[src/rtl/imem_uart_loader_if.sv]
// Instruction RAM write port driven by the UART program loader.
// The loader owns the master side; the RAM (or a bench monitor) takes the slave side.
interface imem_uart_loader_if #(
   parameter int unsigned ADDR_W = 12
);
   logic              we;
   logic [ADDR_W-1:0] addr;
   logic [31:0]       wdata;

   modport master (output we, addr, wdata);
   modport slave  (input  we, addr, wdata);
endinterface

[src/rtl/imem_uart_loader.sv]
// Receives a program over an 8N1 UART line, packs it into 32-bit little-endian words and writes
// them to the instruction RAM, holding the CPU in reset while a frame is being loaded.
module imem_uart_loader #(
   parameter int unsigned CLKS_PER_BIT = 434,
   parameter int unsigned ADDR_W       = 12,
   parameter int unsigned TIMEOUT_CLKS = 5000000
) (
   input  logic                clk,
   input  logic                rst_n,
   input  logic                uart_rx,
   imem_uart_loader_if.master  mem,
   output logic                cpu_rst_n,
   output logic                busy,
   output logic                done,
   output logic                err
);
   localparam int unsigned TimerW  = $clog2(CLKS_PER_BIT);
   localparam int unsigned HalfBit = CLKS_PER_BIT / 2;
   localparam int unsigned ToW     = $clog2(TIMEOUT_CLKS + 1);
   localparam int unsigned Depth   = 1 << ADDR_W;

   typedef enum logic [1:0] {RxIdle, RxStart, RxData, RxStop} rx_state_e;
   typedef enum logic [2:0] {StIdle, StLenLo, StLenHi, StData, StFinish, StAbort} ld_state_e;

   rx_state_e         rx_state;
   logic              rx_meta, rx_sync, rx_prev;
   logic [TimerW-1:0] rx_timer;
   logic [2:0]        rx_bit;
   logic [7:0]        rx_shift;
   logic              byte_valid, frame_err;

   // Receiver; rx_shift holds the received byte until the next byte's data bits arrive.
   always_ff @(posedge clk) begin
      if (!rst_n) begin
         rx_meta    <= 1'b1;
         rx_sync    <= 1'b1;
         rx_prev    <= 1'b1;
         rx_state   <= RxIdle;
         rx_timer   <= '0;
         rx_bit     <= '0;
         rx_shift   <= '0;
         byte_valid <= 1'b0;
         frame_err  <= 1'b0;
      end else begin
         rx_meta    <= uart_rx;
         rx_sync    <= rx_meta;
         rx_prev    <= rx_sync;
         byte_valid <= 1'b0;
         frame_err  <= 1'b0;
         case (rx_state)
            RxIdle: begin
               if (!rx_sync && rx_prev) begin
                  rx_timer <= '0;
                  rx_state <= RxStart;
               end
            end
            RxStart: begin
               if (rx_timer == TimerW'(HalfBit - 1)) begin
                  rx_timer <= '0;
                  rx_bit   <= '0;
                  rx_state <= rx_sync ? RxIdle : RxData;
               end else begin
                  rx_timer <= rx_timer + 1'b1;
               end
            end
            RxData: begin
               if (rx_timer == TimerW'(CLKS_PER_BIT - 1)) begin
                  rx_timer <= '0;
                  rx_shift <= {rx_sync, rx_shift[7:1]};
                  if (rx_bit == 3'd7) rx_state <= RxStop;
                  else                rx_bit   <= rx_bit + 1'b1;
               end else begin
                  rx_timer <= rx_timer + 1'b1;
               end
            end
            RxStop: begin
               if (rx_timer == TimerW'(CLKS_PER_BIT - 1)) begin
                  rx_timer <= '0;
                  rx_state <= RxIdle;
                  if (rx_sync) byte_valid <= 1'b1;
                  else         frame_err  <= 1'b1;
               end else begin
                  rx_timer <= rx_timer + 1'b1;
               end
            end
            default: rx_state <= RxIdle;
         endcase
      end
   end

   ld_state_e       state;
   logic [15:0]     len_q;
   logic [15:0]     len_next;
   logic [ADDR_W:0] word_cnt;
   logic [1:0]      byte_idx;
   logic [23:0]     word_buf;
   logic [ToW-1:0]  to_cnt;
   logic            timeout_hit;
   logic            abort_now;

   assign len_next    = {rx_shift, len_q[7:0]};
   assign timeout_hit = busy && (to_cnt == ToW'(TIMEOUT_CLKS));
   assign abort_now   = busy && (frame_err || timeout_hit);

   // Flags are updated on the transition into FINISH/ABORT so they appear one cycle after the byte.
   always_ff @(posedge clk) begin
      if (!rst_n) begin
         state     <= StIdle;
         len_q     <= '0;
         word_cnt  <= '0;
         byte_idx  <= '0;
         word_buf  <= '0;
         to_cnt    <= '0;
         busy      <= 1'b0;
         done      <= 1'b0;
         err       <= 1'b0;
         cpu_rst_n <= 1'b0;
         mem.we    <= 1'b0;
         mem.addr  <= '0;
         mem.wdata <= '0;
      end else begin
         mem.we    <= 1'b0;
         cpu_rst_n <= ~busy & ~err;
         if (byte_valid || !busy) to_cnt <= '0;
         else                     to_cnt <= to_cnt + 1'b1;

         if (abort_now) begin
            state <= StAbort;
            busy  <= 1'b0;
            err   <= 1'b1;
         end else begin
            case (state)
               StIdle: begin
                  if (byte_valid && rx_shift == 8'hA5) begin
                     state <= StLenLo;
                     busy  <= 1'b1;
                     err   <= 1'b0;
                     done  <= 1'b0;
                  end
               end
               StLenLo: begin
                  if (byte_valid) begin
                     len_q[7:0] <= rx_shift;
                     state      <= StLenHi;
                  end
               end
               StLenHi: begin
                  if (byte_valid) begin
                     len_q <= len_next;
                     if (len_next == 16'd0) begin
                        state <= StFinish;
                        busy  <= 1'b0;
                        done  <= 1'b1;
                     end else if (32'(len_next) > Depth) begin
                        state <= StAbort;
                        busy  <= 1'b0;
                        err   <= 1'b1;
                     end else begin
                        word_cnt <= '0;
                        byte_idx <= '0;
                        state    <= StData;
                     end
                  end
               end
               StData: begin
                  if (byte_valid) begin
                     byte_idx <= byte_idx + 1'b1;
                     unique case (byte_idx)
                        2'd0: word_buf[7:0]   <= rx_shift;
                        2'd1: word_buf[15:8]  <= rx_shift;
                        2'd2: word_buf[23:16] <= rx_shift;
                        2'd3: begin
                           mem.we    <= 1'b1;
                           mem.addr  <= word_cnt[ADDR_W-1:0];
                           mem.wdata <= {rx_shift, word_buf};
                           word_cnt  <= word_cnt + 1'b1;
                           if (32'(word_cnt) + 32'd1 == 32'(len_q)) begin
                              state <= StFinish;
                              busy  <= 1'b0;
                              done  <= 1'b1;
                           end
                        end
                        default: ;
                     endcase
                  end
               end
               StFinish: state <= StIdle;
               StAbort:  state <= StIdle;
               default:  state <= StIdle;
            endcase
         end
      end
   end
endmodule

[src/flat_wrapper.sv]
// flat-port wrapper written by rule: the top's interface ports become plain ports
module imem_uart_loader_flat 
#(
   parameter int unsigned CLKS_PER_BIT = 434,
   parameter int unsigned ADDR_W       = 12,
   parameter int unsigned TIMEOUT_CLKS = 5000000
)
  (clk, rst_n, uart_rx, cpu_rst_n, busy, done, err, mem_we, mem_addr, mem_wdata);
  imem_uart_loader_if #(.ADDR_W(ADDR_W)) mem_i ();
  input  logic clk;
  input  logic rst_n;
  input  logic uart_rx;
  output logic cpu_rst_n;
  output logic busy;
  output logic done;
  output logic err;
  output wire logic [$bits(mem_i.we)-1:0] mem_we;
  output wire logic [$bits(mem_i.addr)-1:0] mem_addr;
  output wire logic [$bits(mem_i.wdata)-1:0] mem_wdata;
  assign mem_we = mem_i.we;
  assign mem_addr = mem_i.addr;
  assign mem_wdata = mem_i.wdata;
  imem_uart_loader #(.CLKS_PER_BIT(CLKS_PER_BIT), .ADDR_W(ADDR_W), .TIMEOUT_CLKS(TIMEOUT_CLKS)) u_core (.clk(clk), .rst_n(rst_n), .uart_rx(uart_rx), .mem(mem_i), .cpu_rst_n(cpu_rst_n), .busy(busy), .done(done), .err(err));
endmodule
[config.mk]
export PLATFORM = sky130hd
export DESIGN_NAME = imem_uart_loader_flat
export DESIGN_NICKNAME = d
export VERILOG_FILES = /design/src/rtl/imem_uart_loader_if.sv /design/src/rtl/imem_uart_loader.sv /design/src/flat_wrapper.sv
export SDC_FILE = /design/constraint.sdc
export NUM_CORES = 1
export LEC_CHECK = 0
export CORE_MARGIN = 2
export CORE_UTILIZATION = 65
export CTS_BUF_LIST = sky130_fd_sc_hd__clkbuf_2 sky130_fd_sc_hd__clkbuf_4 sky130_fd_sc_hd__clkbuf_8
export DETAILED_ROUTE_END_ITERATION = 16
export HOLD_SLACK_MARGIN = 0.06
export PLACE_DENSITY_LB_ADDON = 0.2
export SETUP_SLACK_MARGIN = 0.15
export SYNTH_ARGS = -nofsm -noshare
export SYNTH_HDL_FRONTEND = slang
export SYNTH_SLANG_ARGS = --single-unit
[constraint.sdc]
create_clock -name clk -period 7.33 [get_ports clk]
set_clock_uncertainty 0.2 [all_clocks]
set_input_delay 1.0995 -clock clk [delete_from_list [all_inputs] [get_ports clk]]
set_output_delay 1.0995 -clock clk [all_outputs]
set_load 0.01 [all_outputs]
==> results of run 1 <==
[placed cells by master, fill, tap and decap left out, types with 6 or more instances in the layout]
cell               n
nor3_1            13
o21ai_0           17
xor2_1            20
nand4_1           12
xnor2_1           14
clkbuf_8          18
dfxtp_1          157
ha_1              12
inv_1             13
and4_1             6
mux2i_1           52
a21oi_1           75
nand3_1           20
nor4_1            13
nor2_1           105
nand2b_1           8
nor3b_1            6
nand2_1          116
and3_1            13
clkdlybuf4s50_1   51
and2_1             6
or3_1              9
[final cells by class]
class | count | area, sq um
Inverter | 14 | 53.80
Clock inverter | 14 | 181.4
Tap cell | 136 | 170.2
Sequential cell | 157 | 3143
Timing Repair Buffer | 54 | 533.0
Fill cell | 733 | 2516
Multi-Input combinational cell | 590 | 3525
Clock buffer | 18 | 247.7
[worst paths after layout]
check | startpoint | endpoint | cells past startpoint
min | u_core.rx_meta$_SDFF_PN1_ | u_core.rx_sync$_SDFF_PN1_ | 1
max reg2reg | u_core.to_cnt[0]$_SDFF_PP0_ | u_core.word_cnt[8]$_SDFFE_PN0P_ | 8
max | u_core.to_cnt[0]$_SDFF_PP0_ | u_core.word_cnt[8]$_SDFFE_PN0P_ | 8
min reg2reg | u_core.rx_meta$_SDFF_PN1_ | u_core.rx_sync$_SDFF_PN1_ | 1
[Yosys cell counts, types with 14 or more instances]
cell,number,area share (%)
mux2i_1,52,7.5
dfxtp_1,157,45
nand2_1,116,6.3
nor2_1,105,5.7
a21oi_1,75,5.4
xor2_1,20,2.5
o21ai_0,17,1.2
nand3_1,21,1.5
clkbuf_1,37,2.0
xnor2_1,14,1.8
[registers in the layout, indices dropped and copies added (netlist names), named ones only]
signal             flops
u_core.word_buf       24
u_core.rx_shift        8
u_core.err             1
u_core.frame_err       1
u_core.rx_state        1
u_core.cpu_rst_n       1
u_core.rx_prev         1
u_core.done            1
u_core.mem.addr       12
u_core.rx_timer        9
u_core.state           3
u_core.rx_meta         1
u_core.len_q          16
u_core.rx_sync         1
u_core.mem.wdata      32
u_core.word_cnt       13
u_core.rx_bit          3
u_core.byte_valid      1
u_core.to_cnt         23
u_core.mem.we          1
u_core.busy            1
u_core.byte_idx        2
[layer usage]
metal / global-route usage (%) / wire length (um)
met4: 11.81 / 315
met5: 0 / 0
met3: 5.932 / 918
met2: 50.36 / 8012
met1: 34.31 / 6907
[cells by family (layout without fill, tap and decap cells)]
kind of cell / count (synthesis) / after routing
buf+inv: 66 / 100
mux: 52 / 52
compound gates: 132 / 132
xor+xnor: 34 / 34
fa+ha+maj: 12 / 12
simple gates: 360 / 360
flops: 157 / 157
[power breakdown]
part	internal [mW]	total, mW	leakage [nW]	switching [mW]
combinational	0.0432	0.117	1.47	0.0735
clock	0.353	0.692	0.214	0.339
sequential	0.864	0.885	1.27	0.0212
==> metrics.cfg, run 1 <==
[route]
routedWlPerCell_um = 16.43
wl_um = 16150
vias_per_cell = 6.059
ant_nets = 0
first_pass_iters = 5
first_iter_violations = 419
drc = 0
vias = 5956

[place]
dpl.hpwl_um = 10370
place_area_sq_um = 7425
gp_routability_congestion = 0.8965
place_inst = 951
post-place-ws_ps = 3270
numPortBuffers = 51

[setup_path]
cp-start-kind = register
critPathTopFamily = simple AND/OR/NAND/NOR gates
cp.buffers_inverters = 1
slowest_stage = nand3_2
required_ps = 7490
crit_chain = inv_1 > ha_1 > nand3b_1 > nor4_1 > o21ai_1 > nand3_2 > or4_1 > a21oi_1
cpPeakStageDelay_ps = 1110
endpoint_kind = register
path_class = register to register
crit_path_max_fanout = 52
critPathArrivalTime_ps = 4230
rrSetupSlack_ps = 3260

[clock_network]
clock_latency_ps = 460
path_clk_slew_ps = 90
cts_tree = done
numCtsBuffers = 17
root_buffer = clkbuf_8
cts_setup_buffers = 0
cts.sinks = 157
clockBufferDepth = 2
cts_hold_buf = 0
htree_levels = 4
cts_resized = 0

[timing]
setup_violations = 0
rsz0062_at_grt = no
final_max_slew_viol_count = 0
fin_crit_sh_pct = 55.56
tightest_slew_ps = 1209
tns_ps = 0
worst_slack_ps = 3257
fmax_ghz = 0.2455
fin_crit_ps = 4073
final_hold_viol_count = 0
slew_headroom_pct = 19.37
whs_ps = 253.5

[floorplan]
rows = 37
io_pins = 52
start_util_pct = 66.94
die_x_um = 107.3
die-area_sq_um = 11520
die_height_um = 107.3
core_area_sq_um = 10370

[pwr]
power.density_nw_per_um2 = 215.6
leakagePower_nw = 2.947
power.total_mw = 1.694
ir_drop_uv = 179.8

[global_routing]
track_usage_pct = 28.75
grt_pass1_vias = 5808
antenna_found_initial = 0
grt_first_pass_wirelength_um = 26570
grt_overflow = 0
grt_max_degree = 80

[status]
status = finished clean

[logic_synthesis]
synth_top_family_by_area = simple AND/OR/NAND/NOR gates
synth_cells = 813
synth_edf_count = 0
synth-compound-area-share_pct = 11.28
syn-mean-instance-area_sq_um = 8.538
ys_seq_area_share_pct = 45.28
synthesis.nets = 828
synth.mux.area_fraction_pct = 7.498
ys_warn_count = 0
synth-simple-area-share_pct = 25.47
ys_ff_latch = 157
synthXorXnorAreaFrac_pct = 4.290
netlist_area_sq_um = 6942
ys.flop_type = dfxtp_1
ys_async_sr_fraction_pct = 0
synth_cell_types = 59
synth_adder_area_share_pct = 2.163

[cells_and_area]
stdcell_area_sq_um = 7854
instances_no_fill = 983
postLayoutCoreUtil_pct = 75.74
syn2layout_area_growth_pct = 13.14
drive_above_1_share_pct = 6.021
fin_nets = 849
n_antenna_cell = 0

[run]
max-cap-violations = 0

[worst_hold_path]
hold_path_class = register to register

Note: power is estimated with default switching activity, not from simulation.
==> run 2: changes to the inputs <==
CORE_UTILIZATION = 55   (was 65)
clock period = 3.3 ns   (was 7.33 ns; I/O delays follow)
==> run 2 against run 1 <==
Wire length up 0.47%. Register-to-register slack got worse by 2900 ps. Design area increased by 2.2%. Sequential power increased by 120%. Combinational power grew to 2.5 times the previous value. Largest power group unchanged.
==> metrics.cfg, run 2 (synthesized netlist as in run 1, its figures left out) <==
[setup_path]
cp-start-kind = register
crit_chain = ha_1 > nand3_2 > or3_1 > a32oi_1 > o2111ai_1 > or4_1 > a21boi_2 > o21a_1
required_ps = 3490
crit_path_max_fanout = 8
critPathArrivalTime_ps = 3110
rrSetupSlack_ps = 380
worst_r2r_path_depth = 8
slowest_stage = or4_1
endpoint_kind = register
cpPeakStageDelay_ps = 530
path_class = register to register
worstReg2RegEnd = u_core.state[2]$_SDFFE_PN0P_
crit-reg2reg-launch = u_core.word_cnt[0]$_SDFFE_PN0P_

[clock_network]
cts_setup_buffers = 0
path_clk_slew_ps = 90
htree_levels = 4
root_buffer = clkbuf_8
cts_tree = done
cts_resized = 0
cts.sinks = 157
cts_hold_buf = 0
clock_latency_ps = 450
clockBufferDepth = 2
numCtsBuffers = 17

[global_routing]
grt_pass1_vias = 5428
grt_max_degree = 84
antenna_found_initial = 0
track_usage_pct = 24.66
grt_first_pass_wirelength_um = 26470
grt_overflow = 0

[cells_and_area]
fin_nets = 865
top_regs = u_core.mem.wdata (32), u_core.word_buf (24), u_core.to_cnt (23)
mostFrequentLayoutCell = dfxtp_1
final_cell_mix = dfxtp_1, nand2_1, nor2_1, a21oi_1, mux2i_1
postLayoutCoreUtil_pct = 64.37
n_antenna_cell = 0
instances_no_fill = 1035
drive_above_1_share_pct = 7.764
top_register = u_core.mem.wdata
syn2layout_area_growth_pct = 15.59
largest_reg_flops = 32

[place]
place_inst = 1003
gp_routability_congestion = 0.8984
numPortBuffers = 51
dpl.hpwl_um = 10750

[floorplan]
start_util_pct = 55.69
die-area_sq_um = 13540
io_pins = 52
core_area_sq_um = 12470
die_height_um = 116.3
rows = 41
die_x_um = 116.3

[run]
max-cap-violations = 0

[timing]
tightest_slew_ps = 675.6
final_max_slew_viol_count = 0
fin_crit_sh_pct = 88.60
setup_violations = 0
whs_ps = 216.5
final_hold_viol_count = 0
slew_headroom_pct = 54.96
rsz0062_at_grt = no
fmax_ghz = 0.3420
tns_ps = 0
fin_crit_ps = 2924

[pwr]
power.density_nw_per_um2 = 462.4
power.total_mw = 3.711
leakagePower_nw = 3.014
ir_drop_uv = 322.2

[worst_hold_path]
hold_end = u_core.rx_sync$_SDFF_PN1_
hold_depth = 1
min_from = u_core.rx_meta$_SDFF_PN1_
hold_path_class = register to register

[route]
first_pass_iters = 5
routedWlPerCell_um = 15.68
ant_nets = 0
vias = 5800
first_iter_violations = 487
drc = 0
vias_per_cell = 5.604
wl_um = 16230

[status]
status = finished clean

-- run 2: changes by cell type in the layout (fill, tap and decap cells not counted) --
| cell | change |
|---|---|
| bufinv_16 | -1 |
| clkinv_2 | -2 |
| clkinv_4 | -2 |
| clkinv_8 | +1 |
| clkinvlp_4 | +3 |
| clkbuf_8 | -1 |
| buf_4 | +14 |
| inv_6 | +4 |
| inv_8 | -2 |
| buf_12 | +2 |
-- run 2: layout make-up --
type,instances,area [sq um]
Timing Repair Buffer,70,678.2
Clock buffer,17,234.0
Tap cell,172,215.2
Fill cell,1060,4442
Clock inverter,15,175.2
Inverter,14,53.80
Multi-Input combinational cell,590,3525
Sequential cell,157,3143
-- run 2: how the worst max path moves through the flow --
stage                                    startpoint                           endpoint  cells past startpoint  slack, ps
finish              u_core.word_cnt[0]$_SDFFE_PN0P_       u_core.state[2]$_SDFFE_PN0P_                      8        380
global route           u_core.to_cnt[14]$_SDFF_PP0_  u_core.mem.wdata[15]$_SDFFE_PN0P_                      8        150
CTS                 u_core.word_cnt[0]$_SDFFE_PN0P_       u_core.state[2]$_SDFFE_PN0P_                      8        400
detailed placement  u_core.word_cnt[0]$_SDFFE_PN0P_       u_core.state[2]$_SDFFE_PN0P_                      8        450
global placement       u_core.to_cnt[14]$_SDFF_PP0_  u_core.mem.wdata[28]$_SDFFE_PN0P_                      8        540
floorplan           u_core.word_cnt[0]$_SDFFE_PN0P_           u_core.busy$_SDFFE_PP0P_                      9        740
-- run 2: critical path, delay by kind of cell, from the launching register on --
kind	cells	cell delay (ps)
flip-flops	1	490
AND/OR/NAND/NOR	3	1120
adder cells (fa/ha/maj)	1	370
AO/OA/AOI/OAI	4	690
-- run 2: where the power goes --
| part | internal, mW | leakage, nW | switching [mW] |
|---|---|---|---|
| Clock | 0.693 | 0.190 | 0.774 |
| Combinational | 0.110 | 1.56 | 0.183 |
| Sequential | 1.92 | 1.27 | 0.0318 |
-- run 2: metal layers --
layer  vias to the layer above  GRT usage, %  part of all wire [%]
met5                         -             0                     0
met4                         0         8.413                   1.4
met3                        19         6.331                   5.5
met2                       165         39.50                    47
met1                      2729         32.56                    46
li1                       2887             -                     -
-- run 2: stage by stage --
step / setup slack (ps) / area [sq um]
2_1_floorplan: 742.5 / 6942
3_3_place_gp: 543.1 / 7615
3_5_place_dp: 454.9 / 7615
4_1_cts: 404.3 / 8024
5_1_grt: 153.8 / 8024
6_report: 376.3 / 8024
==> run 3: changes to the inputs <==
SLEW_MARGIN = 10   (was unset)
==> results of run 3 <==
No change in the layout: final DEF, timing and power equal those of run 2.
